<file path="src/rtl/fpu_fmul_pipe.sv">
// fpu_fmul_pipe
//   Elastic IEEE-754 multiply pipeline (x*y) for a format chosen by EXP_W/MAN_W.
//   Subnormal inputs read as signed zero and tiny results flush to signed zero.
//   Stage 1 holds the raw product and classification.
//   Stage 2 normalises, rounds and packs the result.
//   Stages 3..STAGES only hold the result.
//   Every stage has its own valid bit, so bubbles collapse.
//
// Ports
//   i_clk, i_rst_n          clock, async active-low reset
//   i_in_valid/o_in_ready   operation handshake (o_in_ready drops during i_flush)
//   i_x, i_y                packed operands
//   i_rm                    rounding mode: 0 RNE, 1 RTZ, 2 RDN, 3 RUP, 4 RMM, 5-7 RNE
//   i_tag                   opaque tag, returned on o_out_tag
//   i_flush                 kills every in-flight operation on this edge
//   o_out_valid/i_out_ready result handshake
//   o_result, o_flags       packed product, {NV, DZ, OF, UF, NX}
//   o_out_tag               tag of the result
module fpu_fmul_pipe #(
   parameter int EXP_W  = 8,
   parameter int MAN_W  = 23,
   parameter int TAG_W  = 5,
   parameter int STAGES = 3
) (
   input  logic                   i_clk,
   input  logic                   i_rst_n,
   input  logic                   i_in_valid,
   output logic                   o_in_ready,
   input  logic [EXP_W+MAN_W:0]   i_x,
   input  logic [EXP_W+MAN_W:0]   i_y,
   input  logic [2:0]             i_rm,
   input  logic [TAG_W-1:0]       i_tag,
   input  logic                   i_flush,
   output logic                   o_out_valid,
   input  logic                   i_out_ready,
   output logic [EXP_W+MAN_W:0]   o_result,
   output logic [4:0]             o_flags,
   output logic [TAG_W-1:0]       o_out_tag
);

   localparam int W  = EXP_W + MAN_W + 1;
   localparam int PW = 2 * MAN_W + 2;
   localparam int EW = EXP_W + 2;
   localparam logic signed [EW-1:0] BIAS    = EW'((1 << (EXP_W - 1)) - 1);
   localparam logic signed [EW-1:0] EXP_OVF = EW'((1 << EXP_W) - 1);
   localparam logic [W-1:0] QNAN = {1'b0, {EXP_W{1'b1}}, 1'b1, {(MAN_W-1){1'b0}}};
   localparam logic [W-2:0] INF  = {{EXP_W{1'b1}}, {MAN_W{1'b0}}};
   localparam logic [W-2:0] MAXF = {{(EXP_W-1){1'b1}}, 1'b0, {MAN_W{1'b1}}};

   // ---------------- handshake ----------------
   logic [STAGES:1] r_vld;
   logic [STAGES:1] w_rdy;

   // ready_i = !v_i | ready_(i+1), unrolled from the output end
   always_comb begin
      logic w_acc;
      w_rdy = '0;
      w_acc = i_out_ready;
      for (int k = STAGES; k >= 1; k--) begin
         w_acc    = w_acc | ~r_vld[k];
         w_rdy[k] = w_acc;
      end
   end

   assign o_in_ready = w_rdy[1] & ~i_flush;

   // ---------------- stage 1: classify, multiply ----------------
   logic                 w_xs, w_ys, w_sign;
   logic [EXP_W-1:0]     w_xe, w_ye;
   logic [MAN_W-1:0]     w_xm, w_ym;
   logic                 w_x_zero, w_y_zero, w_x_inf, w_y_inf;
   logic                 w_x_nan, w_y_nan, w_x_snan, w_y_snan, w_inv;
   logic [PW-1:0]        w_prod;
   logic signed [EW-1:0] w_exp;
   logic                 w_spec;
   logic [W-1:0]         w_spec_res;
   logic [4:0]           w_spec_flg;

   assign {w_xs, w_xe, w_xm} = i_x;
   assign {w_ys, w_ye, w_ym} = i_y;
   assign w_sign   = w_xs ^ w_ys;
   // exp==0 covers both true zero and subnormals (DAZ)
   assign w_x_zero = (w_xe == '0);
   assign w_y_zero = (w_ye == '0);
   assign w_x_inf  = (&w_xe) & (w_xm == '0);
   assign w_y_inf  = (&w_ye) & (w_ym == '0);
   assign w_x_nan  = (&w_xe) & (|w_xm);
   assign w_y_nan  = (&w_ye) & (|w_ym);
   assign w_x_snan = w_x_nan & ~w_xm[MAN_W-1];
   assign w_y_snan = w_y_nan & ~w_ym[MAN_W-1];
   assign w_inv    = (w_x_inf & w_y_zero) | (w_y_inf & w_x_zero);
   assign w_prod   = PW'({1'b1, w_xm}) * PW'({1'b1, w_ym});
   assign w_exp    = EW'(w_xe) + EW'(w_ye) - BIAS;

   always_comb begin
      w_spec     = 1'b1;
      w_spec_res = '0;
      w_spec_flg = '0;
      if (w_x_nan | w_y_nan | w_inv) begin
         w_spec_res = QNAN;
         w_spec_flg = {w_x_snan | w_y_snan | w_inv, 4'b0000};
      end else if (w_x_inf | w_y_inf) begin
         w_spec_res = {w_sign, INF};
      end else if (w_x_zero | w_y_zero) begin
         w_spec_res = {w_sign, {(W-1){1'b0}}};
      end else begin
         w_spec = 1'b0;
      end
   end

   logic                 r_s1_spec, r_s1_sign;
   logic [W-1:0]         r_s1_sres;
   logic [4:0]           r_s1_sflg;
   logic signed [EW-1:0] r_s1_exp;
   logic [PW-1:0]        r_s1_prod;
   logic [2:0]           r_s1_rm;
   logic [TAG_W-1:0]     r_s1_tag;

   // ---------------- stage 2: normalise, round, pack ----------------
   logic                 w_hi, w_g, w_st, w_nx, w_inc, w_of, w_uf;
   logic [MAN_W-1:0]     w_man;
   logic [MAN_W:0]       w_mr;
   logic signed [EW-1:0] w_exp_n, w_exp_r;
   logic [W-1:0]         w_s2_res;
   logic [4:0]           w_s2_flg;

   // product of two [1,2) significands lies in [1,4); top bit selects the shift
   assign w_hi    = r_s1_prod[PW-1];
   assign w_man   = w_hi ? r_s1_prod[PW-2:MAN_W+1] : r_s1_prod[PW-3:MAN_W];
   assign w_g     = w_hi ? r_s1_prod[MAN_W]        : r_s1_prod[MAN_W-1];
   assign w_st    = w_hi ? |r_s1_prod[MAN_W-1:0]   : |r_s1_prod[MAN_W-2:0];
   assign w_nx    = w_g | w_st;
   assign w_exp_n = r_s1_exp + EW'(w_hi);

   always_comb begin
      w_inc = 1'b0;
      case (r_s1_rm)
         3'b001:  w_inc = 1'b0;
         3'b010:  w_inc = r_s1_sign & w_nx;
         3'b011:  w_inc = ~r_s1_sign & w_nx;
         3'b100:  w_inc = w_g;
         default: w_inc = w_g & (w_st | w_man[0]);
      endcase
   end

   // carry out of the mantissa leaves the stored field at zero (1.000 * 2)
   assign w_mr    = {1'b0, w_man} + {{MAN_W{1'b0}}, w_inc};
   assign w_exp_r = w_exp_n + EW'(w_mr[MAN_W]);
   assign w_of    = ~w_exp_r[EW-1] & (w_exp_r >= EXP_OVF);
   assign w_uf    = w_exp_r[EW-1] | (w_exp_r == '0);

   always_comb begin
      w_s2_res = {r_s1_sign, w_exp_r[EXP_W-1:0], w_mr[MAN_W-1:0]};
      w_s2_flg = {4'b0000, w_nx};
      if (r_s1_spec) begin
         w_s2_res = r_s1_sres;
         w_s2_flg = r_s1_sflg;
      end else if (w_of) begin
         w_s2_flg = 5'b00101;
         case (r_s1_rm)
            3'b001:  w_s2_res = {r_s1_sign, MAXF};
            3'b010:  w_s2_res = r_s1_sign ? {1'b1, INF}  : {1'b0, MAXF};
            3'b011:  w_s2_res = r_s1_sign ? {1'b1, MAXF} : {1'b0, INF};
            default: w_s2_res = {r_s1_sign, INF};
         endcase
      end else if (w_uf) begin
         w_s2_res = {r_s1_sign, {(W-1){1'b0}}};
         w_s2_flg = 5'b00011;
      end
   end

   // ---------------- registers ----------------
   logic [W-1:0]     r_res [STAGES:2];
   logic [4:0]       r_flg [STAGES:2];
   logic [TAG_W-1:0] r_tag [STAGES:2];

   always_ff @(posedge i_clk or negedge i_rst_n) begin
      if (!i_rst_n) begin
         r_vld     <= '0;
         r_s1_spec <= 1'b0;
         r_s1_sign <= 1'b0;
         r_s1_sres <= '0;
         r_s1_sflg <= '0;
         r_s1_exp  <= '0;
         r_s1_prod <= '0;
         r_s1_rm   <= '0;
         r_s1_tag  <= '0;
         for (int k = 2; k <= STAGES; k++) begin
            r_res[k] <= '0;
            r_flg[k] <= '0;
            r_tag[k] <= '0;
         end
      end else if (i_flush) begin
         r_vld <= '0;
      end else begin
         // holding stages: pass through when downstream frees up
         for (int k = STAGES; k >= 3; k--) begin
            if (w_rdy[k]) begin
               r_vld[k] <= r_vld[k-1];
               if (r_vld[k-1]) begin
                  r_res[k] <= r_res[k-1];
                  r_flg[k] <= r_flg[k-1];
                  r_tag[k] <= r_tag[k-1];
               end
            end
         end
         if (w_rdy[2]) begin
            r_vld[2] <= r_vld[1];
            if (r_vld[1]) begin
               r_res[2] <= w_s2_res;
               r_flg[2] <= w_s2_flg;
               r_tag[2] <= r_s1_tag;
            end
         end
         if (w_rdy[1]) begin
            r_vld[1] <= i_in_valid;
            if (i_in_valid) begin
               r_s1_spec <= w_spec;
               r_s1_sign <= w_sign;
               r_s1_sres <= w_spec_res;
               r_s1_sflg <= w_spec_flg;
               r_s1_exp  <= w_exp;
               r_s1_prod <= w_prod;
               r_s1_rm   <= i_rm;
               r_s1_tag  <= i_tag;
            end
         end
      end
   end

   assign o_out_valid = r_vld[STAGES];
   assign o_result    = r_res[STAGES];
   assign o_flags     = r_flg[STAGES];
   assign o_out_tag   = r_tag[STAGES];

endmodule

</file>
<file path="config.mk">
export PLATFORM = sky130hd
export DESIGN_NAME = fpu_fmul_pipe
export DESIGN_NICKNAME = d
export VERILOG_FILES = /design/src/rtl/fpu_fmul_pipe.sv
export SDC_FILE = /design/constraint.sdc
export NUM_CORES = 2
export LEC_CHECK = 0
export BUFFER_PORTS_ARGS = -buffer_cell sky130_fd_sc_hd__buf_2
export CORE_MARGIN = 4
export CORE_UTILIZATION = 42
export CTS_CLUSTER_DIAMETER = 30
export DETAILED_ROUTE_END_ITERATION = 12
export GPL_TIMING_DRIVEN = 0
export PLACE_DENSITY_LB_ADDON = 0.1
export RECOVER_POWER = 100
export SKIP_CTS_REPAIR_TIMING = 1
export SLEW_MARGIN = 20
export SYNTH_ARGS = -nofsm -noshare
export SYNTH_HDL_FRONTEND = slang
export SYNTH_SLANG_ARGS = --single-unit
</file>
<file path="constraint.sdc">
create_clock -name i_clk -period 6 [get_ports i_clk]
set_input_delay 0.9 -clock i_clk [delete_from_list [all_inputs] [get_ports i_clk]]
set_output_delay 0.9 -clock i_clk [all_outputs]
set_load 0.02 [all_outputs]
</file>
==> flow_summary.ini <==
[grt]
grt_pass1_vias = 22411
track_usage = 0.265
overflow = 0
grt_max_degree = 103
grt_pass1_wl_um = 136000
antenna_found_initial = 0

[synth]
syn_area_um2 = 27100
yosysSeqAreaShare = 0.145
synthCells = 3017
synth.most_common_cell = inv_1
synth_top_area_frac = 0.357
yosysUniqueCellTypes = 68
syn_area_per_cell_um2 = 8.99
synthTopCellsByArea = fa_1 36%, dfrtp_1 14%, ha_1 8.9%
synth_xor_area_frac = 0.0242
synthSimpleGateAreaFrac = 0.168
synth_nets = 3770
synth_compound_area_frac = 0.0767
muxShareOfSynthArea = 0.0240
synth_warnings = 0
synth_top_family_by_area = adder cells
synth_ff_type = dfrtp_1
ys_ff_latch = 157
yosysTopAreaCell = fa_1
synth_commonest_cells = 604 x inv_1, 484 x fa_1, 420 x nand2_1, 260 x and2_1, 192 x ha_1
synth-edff-count = 0
async_flop_share = 1.00
synthAdderAreaFrac = 0.446

[critical_path]
worst_setup_path_end_kind = flip-flop
required_ns = 6.32
crit_arrival_ns = 7.08
crit_fanout = 10
reg2regPathDepth = 21
startpoint_type = input port
critical_path_class = input port to flip-flop

[clock_network]
cts_tree = done
cts_sinks = 157
root_buffer = clkbuf_16
cts.clk_slew.worst_paths_ns = 0.06
h-tree-depth = 4
cts_buffers = 17
clk_latency_ns = 0.43
clk_path_buf_depth = 2

[sta]
rsz0062_at_grt = true
fin_crit_sh = 1.13
slew_violations = 160
tightest_slew_ns = 2.95
hold_viol = 0
setup_viol = 43
relSlewSlack = -0.969
fmax_mhz = 148
finalHoldWorstSlack_ns = 0.466
skew_ns = 0.00688
fin_crit_ns = 6.76
final.setup.tns_ns = -17.60
setup_ws_ns = -0.761

[placement]
gp_congestion = 0.974
dp_hpwl_um = 73800
post-place-cells = 3983
dp_slack_ns = -2.29
portBuffers = 119

[flow_run]
cap_violations = 2

[drt]
ant_nets = 0
routed_via_density = 5.22
drc = 0
post_drt_wl_per_cell_um = 22.1
drt_iter0_drc = 1381
vias = 21446
detailedRoute.firstPassIterationCount = 5
wirelength_um = 90700

[die]
coreArea_um2 = 63500
dieHeight_um = 262
start_util = 0.427
chipWidth_um = 262
fp.dieArea_um2 = 68700
io_pins = 121
row_count = 92

[worst_hold_path]
hp-class = flip-flop to flip-flop
hold_depth = 2

[final_layout]
area_delta_synth_final_pct = 19.9
fin_cells = 4110
layout-drive-gt1-share = 0.189
fin_nets = 4004
antenna_cells = 0

[run_status]
violations = capacitance limit, slew limit, setup timing
status = finished, violations left
==> cell families (layout without fill, tap and decap cells) <==
| kind of cell | after synthesis | in the layout |
|---|---|---|
| other | 1 | 1 |
| buffers and inverters | 798 | 1045 |
| xor gates and xnor gates | 75 | 75 |
| muxes | 59 | 59 |
| and+or+nand+nor | 935 | 935 |
| DFF | 157 | 157 |
| adders and majority gates | 676 | 676 |
| AOI/OAI and AO/OA | 316 | 316 |
==> registers in the layout, indices dropped and copies added, names as in the netlist, 3 cells and up <==
name and cells:
r_res 32, r_s1_exp 10, r_vld 3, o_flags 4, r_s1_rm 3, r_tag 5, r_s1_tag 5, o_out_tag 5
o_result 32, r_s1_sres 3, r_s1_prod 48, r_flg 4
==> critical path, stage by stage <==
cell and delay, ns:
buf_8 0.14, buf_12 0.16, and2_1 0.15, fa_1 0.48, fa_2 0.59, inv_2 0.05
fa_2 0.57, fa_1 0.42, inv_1 0.09, fa_2 0.44, fa_1 0.53, inv_2 0.04
fa_2 0.59, inv_2 0.07, ha_4 0.27, a21oi_4 0.16, o211ai_1 0.10, o21a_1 0.25
a211oi_2 0.25, o21ai_2 0.13, a31oi_4 0.27, o21ai_1 0.11, a221o_1 0.29
==> worst paths after layout <==
kind                                  to          start  slack [ns]
min reg2reg                     r_tag[4]    r_s1_tag[4]        0.47
min                             r_tag[4]    r_s1_tag[4]        0.47
max in group asynchronous   r_s1_prod[1]        i_rst_n        0.99
min in group asynchronous   o_result[26]        i_rst_n        1.42
max                        r_s1_prod[46]        i_x[21]       -0.76
max reg2reg                    r_res[15]  r_s1_prod[47]       -0.05
==> layout by cell type, fill, tap and decap left out, types with 59 or more instances in the layout <==
master / Yosys / routed
a21oi_1: 76 / 59
and2_1: 260 / 227
buf_4: 42 / 127
clkbuf_1: 137 / 92
dfrtp_1: 157 / 157
fa_1: 484 / 444
ha_1: 192 / 173
inv_1: 604 / 562
nand2_1: 420 / 404
nor2_1: 102 / 96
==> cell type report <==
| class | instances | area [µm²] |
|---|---|---|
| well taps | 846 | 1060 |
| repair buffers | 218 | 1830 |
| fillers | 6038 | 31000 |
| flip-flops and latches | 157 | 3930 |
| multi-input cells | 2062 | 21000 |
| clock inverters | 11 | 135 |
| clock buffers | 21 | 440 |
| plain buffers | 189 | 1850 |
| inverters | 606 | 2310 |
==> through the flow <==
step                cell area [µm²]  utilization
floorplan                     27800            -
detailed placement            29500        0.465
finish                        32500        0.512
CTS                           30100        0.474
global placement              29500        0.464
global route                  32500        0.512
==> layer usage <==
| layer | global-route usage | vias to the layer above | share of wire |
|---|---|---|---|
| li1 | - | 9731 | - |
| met1 | 0.355 | 10861 | 0.43 |
| met2 | 0.442 | 699 | 0.47 |
| met3 | 0.0346 | 155 | 0.061 |
| met4 | 0.0977 | 0 | 0.040 |
| met5 | 0 | - | 0 |
Power is not shown: default switching activity piles up to over one toggle a cycle in this logic, so the estimate is an artifact.
